**src/rtl/int_seq_pkg.sv**
```systemverilog
// Shared types and vector constants for the interrupt sequencer.
// The state encoding is a plain 3-bit enum so checkers can bind to the debug state output.
package int_seq_pkg;

    typedef enum logic [2:0] {
        ST_IDLE     = 3'd0,
        ST_PUSH_PCH = 3'd1,
        ST_PUSH_PCL = 3'd2,
        ST_PUSH_P   = 3'd3,
        ST_VEC_LO   = 3'd4,
        ST_VEC_HI   = 3'd5
    } state_e;

    typedef enum logic [1:0] {
        SRC_RST = 2'd0,
        SRC_NMI = 2'd1,
        SRC_IRQ = 2'd2,
        SRC_BRK = 2'd3
    } source_e;

    localparam logic [15:0] VEC_NMI = 16'hFFFA;
    localparam logic [15:0] VEC_RST = 16'hFFFC;
    localparam logic [15:0] VEC_IRQ = 16'hFFFE;

    // BRK shares the IRQ vector; the B flag in the pushed P tells them apart.
    function automatic logic [15:0] vector_base(input source_e src);
        logic [15:0] base;
        case (src)
            SRC_NMI: base = VEC_NMI;
            SRC_RST: base = VEC_RST;
            default: base = VEC_IRQ;
        endcase
        return base;
    endfunction

endpackage

```
**src/rtl/int_line_sync.sv**
```systemverilog
// Multi-flop synchronizer for an active-low async request line, with a falling-edge strobe.
// SYNC_STAGES must be at least 2; flops reset to the inactive (high) level.
module int_line_sync #(
    parameter int SYNC_STAGES = 2
) (
    input  logic clk,
    input  logic nrst,
    input  logic line_n_i,
    output logic level_o,
    output logic fall_o
);

    logic [SYNC_STAGES-1:0] sync_q;
    logic                   prev_q;

    always_ff @(posedge clk or negedge nrst) begin
        if (!nrst) begin
            sync_q <= '1;
            prev_q <= 1'b1;
        end else begin
            sync_q <= {sync_q[SYNC_STAGES-2:0], line_n_i};
            prev_q <= sync_q[SYNC_STAGES-1];
        end
    end

    assign level_o = sync_q[SYNC_STAGES-1];
    assign fall_o  = prev_q & ~sync_q[SYNC_STAGES-1];

endmodule

```
**src/rtl/interrupt_sequencer.sv**
```systemverilog
// Arbitrates RESET/NMI/IRQ/BRK at instruction boundaries and sequences the
// three stack pushes and two vector fetches, driving the PSR control strobes.
module interrupt_sequencer
    import int_seq_pkg::*;
#(
    parameter int SYNC_STAGES = 2
) (
    input  logic        clk,
    input  logic        nrst,
    input  logic        nmi_n,
    input  logic        irq_n,
    input  logic        psr_i,
    input  logic        instr_boundary,
    input  logic        brk_instr,
    input  logic        mem_ready,
    output logic        force_brk,
    output logic        busy,
    output logic        push_pch,
    output logic        push_pcl,
    output logic        psr_db_en,
    output logic        break_set,
    output logic        sp_dec,
    output logic        set_i,
    output logic [15:0] vector_addr,
    output logic        vec_fetch,
    output logic        seq_done,
    output logic [2:0]  dbg_state
);

    state_e      state_q, state_d;
    source_e     src_q, src_d;
    logic        b_q, b_d;
    logic        nmi_latch_q, nmi_latch_d;
    logic        reset_pending_q, reset_pending_d;
    logic        nmi_fall, irq_level;
    logic        unused_nmi_level, unused_irq_fall;
    logic        irq_req, not_rst, in_push;
    logic [15:0] vec_base;

    int_line_sync #(.SYNC_STAGES(SYNC_STAGES)) u_nmi_sync (
        .clk      (clk),
        .nrst     (nrst),
        .line_n_i (nmi_n),
        .level_o  (unused_nmi_level),
        .fall_o   (nmi_fall)
    );

    int_line_sync #(.SYNC_STAGES(SYNC_STAGES)) u_irq_sync (
        .clk      (clk),
        .nrst     (nrst),
        .line_n_i (irq_n),
        .level_o  (irq_level),
        .fall_o   (unused_irq_fall)
    );

    // IRQ is level-sensitive and never latched: masking it drops the request.
    assign irq_req   = ~irq_level & ~psr_i;
    assign not_rst   = (src_q != SRC_RST);
    assign in_push   = (state_q == ST_PUSH_PCH) || (state_q == ST_PUSH_PCL) ||
                       (state_q == ST_PUSH_P);
    assign vec_base  = vector_base(src_q);
    assign dbg_state = state_q;

    always_ff @(posedge clk or negedge nrst) begin
        if (!nrst) begin
            state_q         <= ST_IDLE;
            src_q           <= SRC_RST;
            b_q             <= 1'b0;
            nmi_latch_q     <= 1'b0;
            reset_pending_q <= 1'b1;
        end else begin
            state_q         <= state_d;
            src_q           <= src_d;
            b_q             <= b_d;
            nmi_latch_q     <= nmi_latch_d;
            reset_pending_q <= reset_pending_d;
        end
    end

    // A new edge on the same cycle as the clear must not be lost.
    always_comb begin
        nmi_latch_d = nmi_latch_q;
        if (state_q == ST_VEC_HI && mem_ready && src_q == SRC_NMI) begin
            nmi_latch_d = 1'b0;
        end
        if (nmi_fall) begin
            nmi_latch_d = 1'b1;
        end
    end

    assign reset_pending_d = reset_pending_q &
                             ~((state_q == ST_IDLE) && (state_d == ST_PUSH_PCH));

    always_comb begin
        state_d     = state_q;
        src_d       = src_q;
        b_d         = b_q;
        force_brk   = 1'b0;
        busy        = 1'b0;
        push_pch    = 1'b0;
        push_pcl    = 1'b0;
        psr_db_en   = 1'b0;
        break_set   = 1'b0;
        sp_dec      = 1'b0;
        set_i       = 1'b0;
        vector_addr = 16'h0000;
        vec_fetch   = 1'b0;
        seq_done    = 1'b0;

        case (state_q)
            ST_IDLE: begin
                if (reset_pending_q) begin
                    state_d = ST_PUSH_PCH;
                    src_d   = SRC_RST;
                    b_d     = 1'b0;
                end else if (instr_boundary && (nmi_latch_q || irq_req)) begin
                    state_d   = ST_PUSH_PCH;
                    src_d     = nmi_latch_q ? SRC_NMI : SRC_IRQ;
                    b_d       = 1'b0;
                    force_brk = 1'b1;
                end else if (brk_instr) begin
                    state_d = ST_PUSH_PCH;
                    src_d   = SRC_BRK;
                    b_d     = 1'b1;
                end
            end
            // Reset runs the pushes as dummies: SP still walks down, nothing is written.
            ST_PUSH_PCH: begin
                busy     = 1'b1;
                sp_dec   = 1'b1;
                push_pch = not_rst;
                if (mem_ready) state_d = ST_PUSH_PCL;
            end
            ST_PUSH_PCL: begin
                busy     = 1'b1;
                sp_dec   = 1'b1;
                push_pcl = not_rst;
                if (mem_ready) state_d = ST_PUSH_P;
            end
            ST_PUSH_P: begin
                busy      = 1'b1;
                sp_dec    = 1'b1;
                psr_db_en = not_rst;
                break_set = b_q;
                if (mem_ready) state_d = ST_VEC_LO;
            end
            ST_VEC_LO: begin
                busy        = 1'b1;
                vec_fetch   = 1'b1;
                set_i       = 1'b1;
                vector_addr = vec_base;
                if (mem_ready) state_d = ST_VEC_HI;
            end
            ST_VEC_HI: begin
                busy        = 1'b1;
                vec_fetch   = 1'b1;
                vector_addr = vec_base + 16'd1;
                if (mem_ready) begin
                    seq_done = 1'b1;
                    state_d  = ST_IDLE;
                end
            end
            default: begin
                state_d = ST_IDLE;
            end
        endcase

        // A late NMI redirects an IRQ/BRK sequence while the pushes are still
        // running; B keeps its captured value so a hijacked BRK stays visible.
        if (in_push && nmi_latch_q && (src_q == SRC_IRQ || src_q == SRC_BRK)) begin
            src_d = SRC_NMI;
        end
    end

endmodule

```
**config.mk**
```make
export PLATFORM = sky130hd
export DESIGN_NAME = interrupt_sequencer
export DESIGN_NICKNAME = d
export VERILOG_FILES = /design/src/rtl/int_seq_pkg.sv /design/src/rtl/int_line_sync.sv /design/src/rtl/interrupt_sequencer.sv
export SDC_FILE = /design/constraint.sdc
export NUM_CORES = 1
export LEC_CHECK = 0
export ABC_AREA = 0
export CAP_MARGIN = 40
export CORE_MARGIN = 2
export CORE_UTILIZATION = 35
export CTS_CLUSTER_DIAMETER = 30
export CTS_CLUSTER_SIZE = 8
export DETAILED_ROUTE_END_ITERATION = 7
export HOLD_SLACK_MARGIN = 0.08
export PLACE_DENSITY = 0.7
export SYNTH_ARGS = -nofsm -noshare
export SYNTH_HDL_FRONTEND = slang
export SYNTH_SLANG_ARGS = --single-unit
```
**constraint.sdc**
```tcl
create_clock -name clk -period 1.65 [get_ports clk]
set_input_delay 0.2475 -clock clk [delete_from_list [all_inputs] [get_ports clk]]
set_output_delay 0.2475 -clock clk [all_outputs]
set_load 0.005 [all_outputs]
```
* Word level (Yosys, flattened, before mapping)
Cells that the tools add are included.
** Word-level totals
- Register bits after elaboration :: 13
- Input bits :: 8
- Output and inout bits :: 29
- Logic and storage cells :: 82
** Operators by class
- Add/sub/neg operators :: 1
- Eq/ne operators :: 9
- Muxes and demuxes :: 35
- Bitwise gates (word level) :: 7
- Reduce and logical (&&, ||, !) cells :: 22
** Operators with widths (count)
- 16-bit one-hot mux with 2 select lines :: 1
- 3-bit two-way mux :: 8
- 1-bit two-way mux :: 18
- 3-bit one-hot mux with 6 select lines :: 1
- 16-bit by 1-bit adder with 16-bit output (second input constant) :: 1
- 2-bit two-way mux :: 6
- 3-bit by 1-bit == test with 1-bit output (second input constant) :: 2
- 3-bit by 2-bit == test with 1-bit output (second input constant) :: 2
- 3-bit == test (second input constant) :: 2
- 1-bit logical AND :: 6
- 3-bit one-hot mux with 2 select lines :: 1
- 2-bit nonzero test :: 3
- 5-bit OR reduction :: 1
- 2-bit == test (second input constant) :: 2
- 1-bit logical OR :: 4
- 1-bit inverter :: 4
- 2-bit AND reduction :: 2
- 4-bit nonzero test :: 1
- 1-bit AND :: 3
- 3-bit logical NOT :: 1
- 3-bit nonzero test :: 1
- 3-bit OR reduction :: 1
- 2-bit by 1-bit == test with 1-bit output (second input constant) :: 1
- 2-bit logical NOT :: 1
- 2-bit OR reduction :: 1

* Logic depth before layout (Yosys ltp)
Gate-level depths: netlist of run 1.
- Word-level depth :: 11
- Depth in mapped cells :: 5
- Depth with buffers taken out :: 4

* By module
A second synthesis of run 1 with hierarchy kept.
** Second synthesis, totals
- Cell total of the unflattened synthesis :: 79
- Area total of the unflattened synthesis :: 844.6 um^2
** Modules (own cells, without submodules)
- interrupt_sequencer :: times used 1, cells each 71, area an instance 659.4 um^2, sequential area each 201.4 um^2
- int_line_sync :: times used 2, cells each 4, area an instance 92.6 um^2, sequential area each 78.8 um^2

* Worst setup path before layout of run 1
OpenSTA, ideal clock, no wires.
- Path kind :: reg-to-output
- Start :: register state_q[1] (netlist: dbg_state[1])
- End :: output vector_addr[2]
- Arrival :: 1.157 ns
- Required time :: 1.402 ns
- Setup slack :: 0.245 ns
- Stages on the path, launching flop included :: 5
- Buffers on the path :: 1
- Cell sequence :: dfrtp_1 clkbuf_8 nand2b_4 inv_1 o21a_1
** Between the ends
- Longest elaborated chain between the ends :: 2
- Elaborated cells on any way between the ends :: 3
- Those cells by class :: eq/ne (2); mux (1)
** Ends and longest elaborated chain
- from (decl) :: RTL line interrupt_sequencer.sv:30 : state_e state_q, state_d;
- from (signal assigned) :: RTL line interrupt_sequencer.sv:72 : state_q <= state_d;
- 3-bit == test :: RTL line interrupt_sequencer.sv:110 : case (state_q)
- 16-bit one-hot mux with 2 select lines (*) :: RTL line interrupt_sequencer.sv:110
- to (decl) :: RTL line interrupt_sequencer.sv:24 : output logic [15:0] vector_addr,
Every way passes the cells marked *; elsewhere a longest branch is shown, timed or not.

* Worst setup path after layout of run 1
- Start :: register state_q[0] (netlist: dbg_state[0])
- End :: output push_pcl
** Between the ends
- Longest elaborated chain between the ends :: 2
** Ends and longest elaborated chain
- 3-bit by 2-bit == test with 1-bit output :: RTL line interrupt_sequencer.sv:110
- 1-bit two-way mux :: RTL line interrupt_sequencer.sv:110
- to (decl) :: RTL line interrupt_sequencer.sv:19 : output logic push_pcl,
No other way between the ends.

==> results of run 1 <==
[layout make-up]
type                       count  area [um^2]
inverter                       5         18.8
clock inverter                 1         5.00
clock buffer                   3         22.5
timing repair buffer          63          554
multi-input combinational     50          354
sequential                    13          337
fill                         206          865
tap                           28         35.0
[per-layer routing]
| layer | vias to the layer above | wire, um | global-route usage (%) |
|---|---|---|---|
| li1 | 379 | - | - |
| met1 | 368 | 843 | 20.0 |
| met2 | 43 | 1070 | 30.4 |
| met3 | 4 | 163 | 2.01 |
| met4 | 0 | 25 | 7.02 |
| met5 | - | 0 | 0 |
[repair_timing]
| item | 4_1_cts | 5_1_grt |
|---|---|---|
| pin swaps | 1 | 1 |
| setup buffers | 6 | 3 |
| resized for setup | 45 | 12 |
| setup endpoints to repair | 26 | 6 |
| cloned | 0 | 0 |
[cells in the mapped netlist, drive strengths merged (2+ instances only)]
library cell,count,area [um^2]
a21oi,4,20.0
buf,14,109
clkbuf,2,27.5
dfrtp,7,175
dfstp,6,158
inv,5,18.8
nand2,5,18.8
nand2b,2,20.0
nor2,12,45.0
nor3,4,31.3
o21ai,3,15.0
o21ba,2,20.0
o21bai,2,15.0
[stage by stage]
step	cells	setup TNS (ns)	cell area (um^2)
2_1_floorplan	84	0	806
3_3_place_gp	151	-0.248	1220
3_5_place_dp	151	-0.375	1220
4_1_cts	161	-0.0727	1310
5_1_grt	163	-0.0196	1330
6_report	163	0	1330
[power groups by stage]
stage	Combinational, mW	Sequential, mW	Clock, mW
3_3_place_gp	1.45	0.502	0
4_1_cts	1.55	0.504	0.205
2_1_floorplan	0.770	0.471	0
3_5_place_dp	1.47	0.503	0
5_1_grt	1.75	0.523	0.219
6_report	1.63	0.503	0.203
[worst max-delay path by stage]
stage	endpoint	cells past startpoint	startpoint	slack (ns)
final	push_pcl	3	dbg_state[0]	0.04
after global routing	vector_addr[0]	4	dbg_state[1]	-0.02
after CTS	sp_dec	5	dbg_state[2]	-0.04
after detailed placement	force_brk	5	psr_i	-0.26
after global placement	force_brk	5	psr_i	-0.22
after floorplan	vector_addr[2]	4	dbg_state[1]	0.25
[state kept, by name, summed over array words and instances, names as in the netlist]
signal,count
dbg_state,3
nmi_latch_q,1
b_q,1
src_q,2
u_nmi_sync.prev_q,1
reset_pending_q,1
u_nmi_sync.sync_q,2
u_irq_sync.sync_q,2
[cells by family (layout without fill, tap and decap cells)]
group / after synthesis / in the layout / share of synthesized area (%)
AOI/OAI and AO/OA: 21 / 21 / 19.1
xor gates and xnor gates: 1 / 1 / 1.09
muxes: 1 / 1 / 1.24
and+or+nand+nor: 27 / 27 / 18.0
buffers and inverters: 21 / 72 / 19.3
DFF: 13 / 13 / 41.3
==> run summary, run 1 <==
Clock tree synthesis found a total of 13 sinks. The number of optimization iterations in the first detailed-route pass was 4; the initial antenna violation count was 0. The run gives 37 as the boundary pin count.

Along the worst path, the maximum fanout reaches 7. Dividing the detail-routed wire length by the instance count gives 12.9 um. Hold is met by 0.329 ns. The number of synthesized flops with an enable pin is 0.

The library cell used most frequently in the layout, excluding fill and tap cells, is buf_4. Number of vias in the routed layout: 794. The tools report the slack of the worst reg-to-reg path as 0.07 ns. The internal power contribution was 1.47 mW. The depth of the most critical reg-to-reg path is 7, and the post-detailed-route via-to-cell ratio is 4.87. The clock network burns 8.7% of the power. OpenSTA, run right after detailed placement, puts the worst setup slack at -0.259 ns. After synthesis, the share of flip-flops with an asynchronous set or reset is 100%.

Entering global routing, the biggest net connects 16 pins. For the residual overflow from global routing, the log shows 0. The synthesized netlist contains 32 unique library cells. In this run the deepest clock path goes through 2 buffers. The number of max-slew violations in the final report came out at 0. The proportion of synthesized chip area in sequential cells was 41.3%; the starting density of the core was 36.8%. The worst register-to-register path ends at src_q[0]. The count of port buffers added during placement works out to 36.

For this block, the initial DRC count from the detailed router was 20. Timing would allow up to 620 MHz. The vertical die dimension is 52.0 um, and the switching power total is 860 uW. For this block, the routed nets add up to 2.11 mm of wire.

For the via count of the first global-routing pass, the log shows 752. The top cell types in the final layout, fill and taps aside, are 22 x buf_4, 18 x dlygate4sd2_1, 11 x nor2_1. From left edge to right edge, the die measures 52.0 um. At the end of routability-driven placement, the weighted congestion stood at 0.773. In the final design database the tool counted 144 nets. The total number of placement rows was 17; the largest vdd supply drop was 941 uV. Total power for the finished layout comes to 2.33 mW. First-pass GRT wire length: 3.37 mm. The tools report the worst slew margin relative to its limit as 60.9%.

The area growth from synthesis to layout works out to 64.6%. TritonCTS created 3 clock buffers. The run finished with clean final reports. STA classifies the critical path endpoint as an output port. The root buffer selected by CTS is clkbuf_4. After detailed routing, the number of remaining DRC violations is 0. The static power due to leakage was 0.678 nW. The signal on the critical path passes through buf_4 > nor3_1 > dlygate4sd2_1. The number of setup violations in the final report was 0; the die outline area was 2700 um^2. Once layout is complete, the utilization of the core stands at 60.5%. In this run the critical register-to-register path is launched from dbg_state[1].

The startpoint class of the critical path was a flip-flop. For the worst clock skew on the final layout, the log shows 0.00222 ns. The worst path in the final design needs a cycle of 1.61 ns, including I/O delays and setup. The H-tree depth came out at 1. The number of buffers and inverters on the critical path is 2.

The number of warnings reported in the yosys synthesis log is 0. The required time at the worst-slack endpoint is 1.40 ns, and the clock-pin slew on the worst setup and hold paths is 0.08 ns. Worst min-delay path class: input port to asynchronous set/reset pin. The largest single stage delay on the critical path is 0.48 ns. Sequential cells account for 21.6% of the total power. Fraction of power consumed by combinational cells: 69.7%. For the total standard cell area after synthesis, the log shows 806 um^2.

The number of antenna diodes in the final layout is 0. Global routing consumed, over all layers together, 16.9% of the routing resources. Data arrives at the worst endpoint at 1.37 ns. Net switching is 36.8% of the power. Power density over the cells: 1760 nW/um^2. For this design, the CTS-stage hold fixing added 0 buffers. By startpoint and endpoint, the worst setup path is classified as flip-flop to output port. In this run the mean area of a mapped cell was 9.59 um^2.

Once routing completed, OpenROAD measured the worst setup slack at 0.0365 ns. The kind of cell with the highest combined delay along the critical path is flip-flops. At the pin with the least slew margin, the transition time is 0.584 ns. The part of the cycle the worst path needs is 97.8%. The floorplan step defined a core boundary enclosing 2190 um^2.

The predominant post-synthesis flop cell was dfrtp_1. The insertion delay of the later-clocked pin in the worst-skew pair came out at 0.28 ns. In the synthesized netlist, the number of instances is 84. The HPWL after detailed placement is 1.48 mm. The synthesized design contains 13 register bits.

The reported max-cap violation count came out at 0. Standard cell with the maximum stage delay on the critical path: dfrtp_2. Total nets after synthesis: 92. Setup repair after global routing could not meet its margin everywhere.

In this run the remaining antenna-violating nets after routing total 0. Of the cells placed in the final design, the portion with a size suffix greater than 1 is 40.0%. TritonCTS built the clock tree.

The final-report hold violation count was 0.
Note: power is estimated with default switching activity, not from simulation.
==> run 2, diff against run 1 <==
Settings changed: CTS_BUF_LIST set to sky130_fd_sc_hd__clkbuf_16.
==> run 2 against run 1 <==
Largest cell class unchanged. Sequential share of layout area shrank 0.31 points. First-iteration DRC count is the same. Flip-flop and latch count is the same. Total power grew 4.5%. Worst hold slack gained 0.026 ns. Clock power grew 130%.
==> run summary, run 2 (same netlist as run 1, synthesis figures left out) <==
The run finished with clean final reports. CTS placed an instance of clkbuf_16 at the clock tree root. At the worst endpoint, the arrival time is 1.37 ns. The number of buffers added by the clock tree synthesis step was 3.

In this run the power density over the cells is 1820 nW/um^2. The detailed router's first-iteration violation count came out at 20. The register with the most flip-flops in the layout has 3 of them. Share of total power in the clock network: 18.9%. The critical path is of the flip-flop to output port type. The tools report the area of the core region as 2190 um^2. The number of optimization iterations in the first detailed-route pass was 4; the boundary pin count was 37. The net count of the finished layout is 143. The count of port buffers added during placement was 36.

The number of placed instances, taps included, is 151. The run gives 0 as the residual overflow from global routing. The weighted congestion at the end of routability-driven global placement was 0.773; the highest attainable clock frequency was 617 MHz.

Leaving out fill and tap cells, the most frequent cells in the layout are 25 x buf_4, 23 x dlygate4sd2_1, 11 x nor2_1. Final-report hold violation count: 0. The most common cell after layout, fill and taps aside was buf_4.

The HPWL after detailed placement is 1.48 mm. The tools report the H-tree depth as 1. For the finished layout, the period the worst path requires is 1.62 ns.

The final routed wire length divided by cell count was 13.0 um; the die span in x was 52.0 um. In the final layout, the share of cells above drive strength 1 is 37.3%. At the end of the flow the core is filled with cells to 61.3%. The maximum fanout count along the critical path is 4, and the insertion delay of the later-clocked pin in the worst-skew pair is 0.24 ns.

The part of the cycle the worst path needs is 98.2%. The run gives 769 as the via count of the first global-routing pass. TritonCTS built the clock tree. The die is 52.0 um tall. At the worst endpoint, the required time is 1.40 ns. The logs give 0.709 nW for the static power due to leakage and 61.0% for the fraction of power consumed by combinational cells. The clock arrives with 0.00162 ns of skew. The sum of negative setup slack was 0 ns; the number of vias in the routed layout was 797. Switching power total: 843 uW. The initial antenna violation count is 0, and the total global routing track utilization is 17.3%. The detail route stage leaves a number of antenna-violating nets equal to 0.

The logs give 1.59 mW for the internal power contribution and 1070 uV for the largest vdd supply drop. The slew at the pin with the worst max-slew slack was 0.577 ns; the hold buffer count at CTS was 0. Across the run, the number of max-cap violations was 0. The worst slew margin relative to its limit was 61.4%; the fill cell total of the finished layout was 206.

Summing all placed instances gives a cell area of 1220 um^2. The clock-pin slew on the worst setup and hold paths is 0.04 ns, and the total number of placement rows is 17. For the aggregate routed wire length, the log shows 2.10 mm. The run gives 0 as the number of max-slew violations in the final report. The first-pass GRT wire length is 3.37 mm. The number of DRC violations after detailed routing was 0. For this configuration, the core starts out at a cell density of 36.8%.

Entering global routing, the biggest net connects 16 pins. Registers are responsible for 20.1% of the overall power. The tools report the die outline area as 2700 um^2. The type of element capturing the critical path is an output port. The non-filler instance count after layout is 162, and the post-detailed-route via-to-cell ratio is 4.92.

Relative to the synthesized area, the layout overhead comes to 66.6%. The post-route total power came out at 2.44 mW. The worst setup path is launched from a flip-flop. Worst min-delay path class: flip-flop to flip-flop. Setup repair after global routing left no endpoint under its margin. For the number of antenna repair diodes, the log shows 0.

The number of setup violations in the final report is 0. Fraction of power spent switching nets: 34.6%. The run gives 2 as the number of buffers on the longest clock path. The total number of clock tree sinks was 13; the post-route standard cell area excluding fillers was 1340 um^2.
run 2: cell types whose count changed in the layout (fill, tap and decap cells not counted), sizes merged:
cell	delta
dlymetal6s2s	+1
clkbuf	-1
buf	-2
clkdlybuf4s15	-3
clkdlybuf4s50	-1
dlygate4sd2	+5
run 2: area by class of cell:
type / instances / area (um^2) / share of cell area (%)
Timing Repair Buffer: 62 / 532 / 39.6
Multi-Input combinational cell: 50 / 340 / 25.3
Sequential cell: 13 / 337 / 25.1
Clock buffer: 3 / 75.1 / 5.59
Tap cell: 28 / 35.0 / 2.61
Inverter: 5 / 18.8 / 1.40
Clock inverter: 1 / 5.00 / 0.373
run 2: per-layer routing:
layer	share of wire, %	up-vias	global-route usage (%)
met2	52	38	29.5
met1	39	371	19.4
met3	7.4	4	2.87
met5	0	-	0
li1	-	384	-
met4	1.9	0	12.3
run 2: worst max-delay path, stage by stage (launching register included):
cell,delay (ns)
dfrtp_2,0.41
buf_4,0.16
nand2b_4,0.16
nor3_1,0.17
clkdlybuf4s15_1,0.23
run 2: final timing paths:
path	start	slack, ns	to	cells after the start
max	dbg_state[2]	0.03	push_pcl	4
min	u_nmi_sync.sync_q[0]	0.36	u_nmi_sync.sync_q[1]	0
max reg2reg	u_irq_sync.sync_q[1]	0.14	src_q[0]	5
min reg2reg	u_nmi_sync.sync_q[0]	0.36	u_nmi_sync.sync_q[1]	0
max in group asynchronous	nrst	0.86	dbg_state[2]	1
min in group asynchronous	nrst	0.37	b_q	1
run 2: what timing repair did:
item	CTS	global route
resized for setup	35	7
setup buffers	6	1
endpoints found under the setup margin	26	3
pin swaps	1	3
run 2: per-stage QoR:
step	setup slack (ns)	hold slack, ns
2_1_floorplan	0.245	-0.0481
3_3_place_gp	-0.219	0.346
3_5_place_dp	-0.259	0.347
4_1_cts	0.00336	0.354
5_1_grt	0.00979	0.363
6_report	0.0289	0.355
run 2: power by group through the flow:
stage	Clock (mW)	Combinational, mW	Sequential (mW)
3_5_place_dp	0	1.47	0.503
3_3_place_gp	0	1.45	0.502
2_1_floorplan	0	0.770	0.471
4_1_cts	0.465	1.46	0.488
5_1_grt	0.480	1.61	0.505
6_report	0.460	1.49	0.491
==> run 3, diff against run 2 <==
Settings changed: ABC_CLOCK_PERIOD_IN_PS set to 1650.
==> results of run 3 <==
The final DEF is identical to that of run 2; final timing and power are the same.
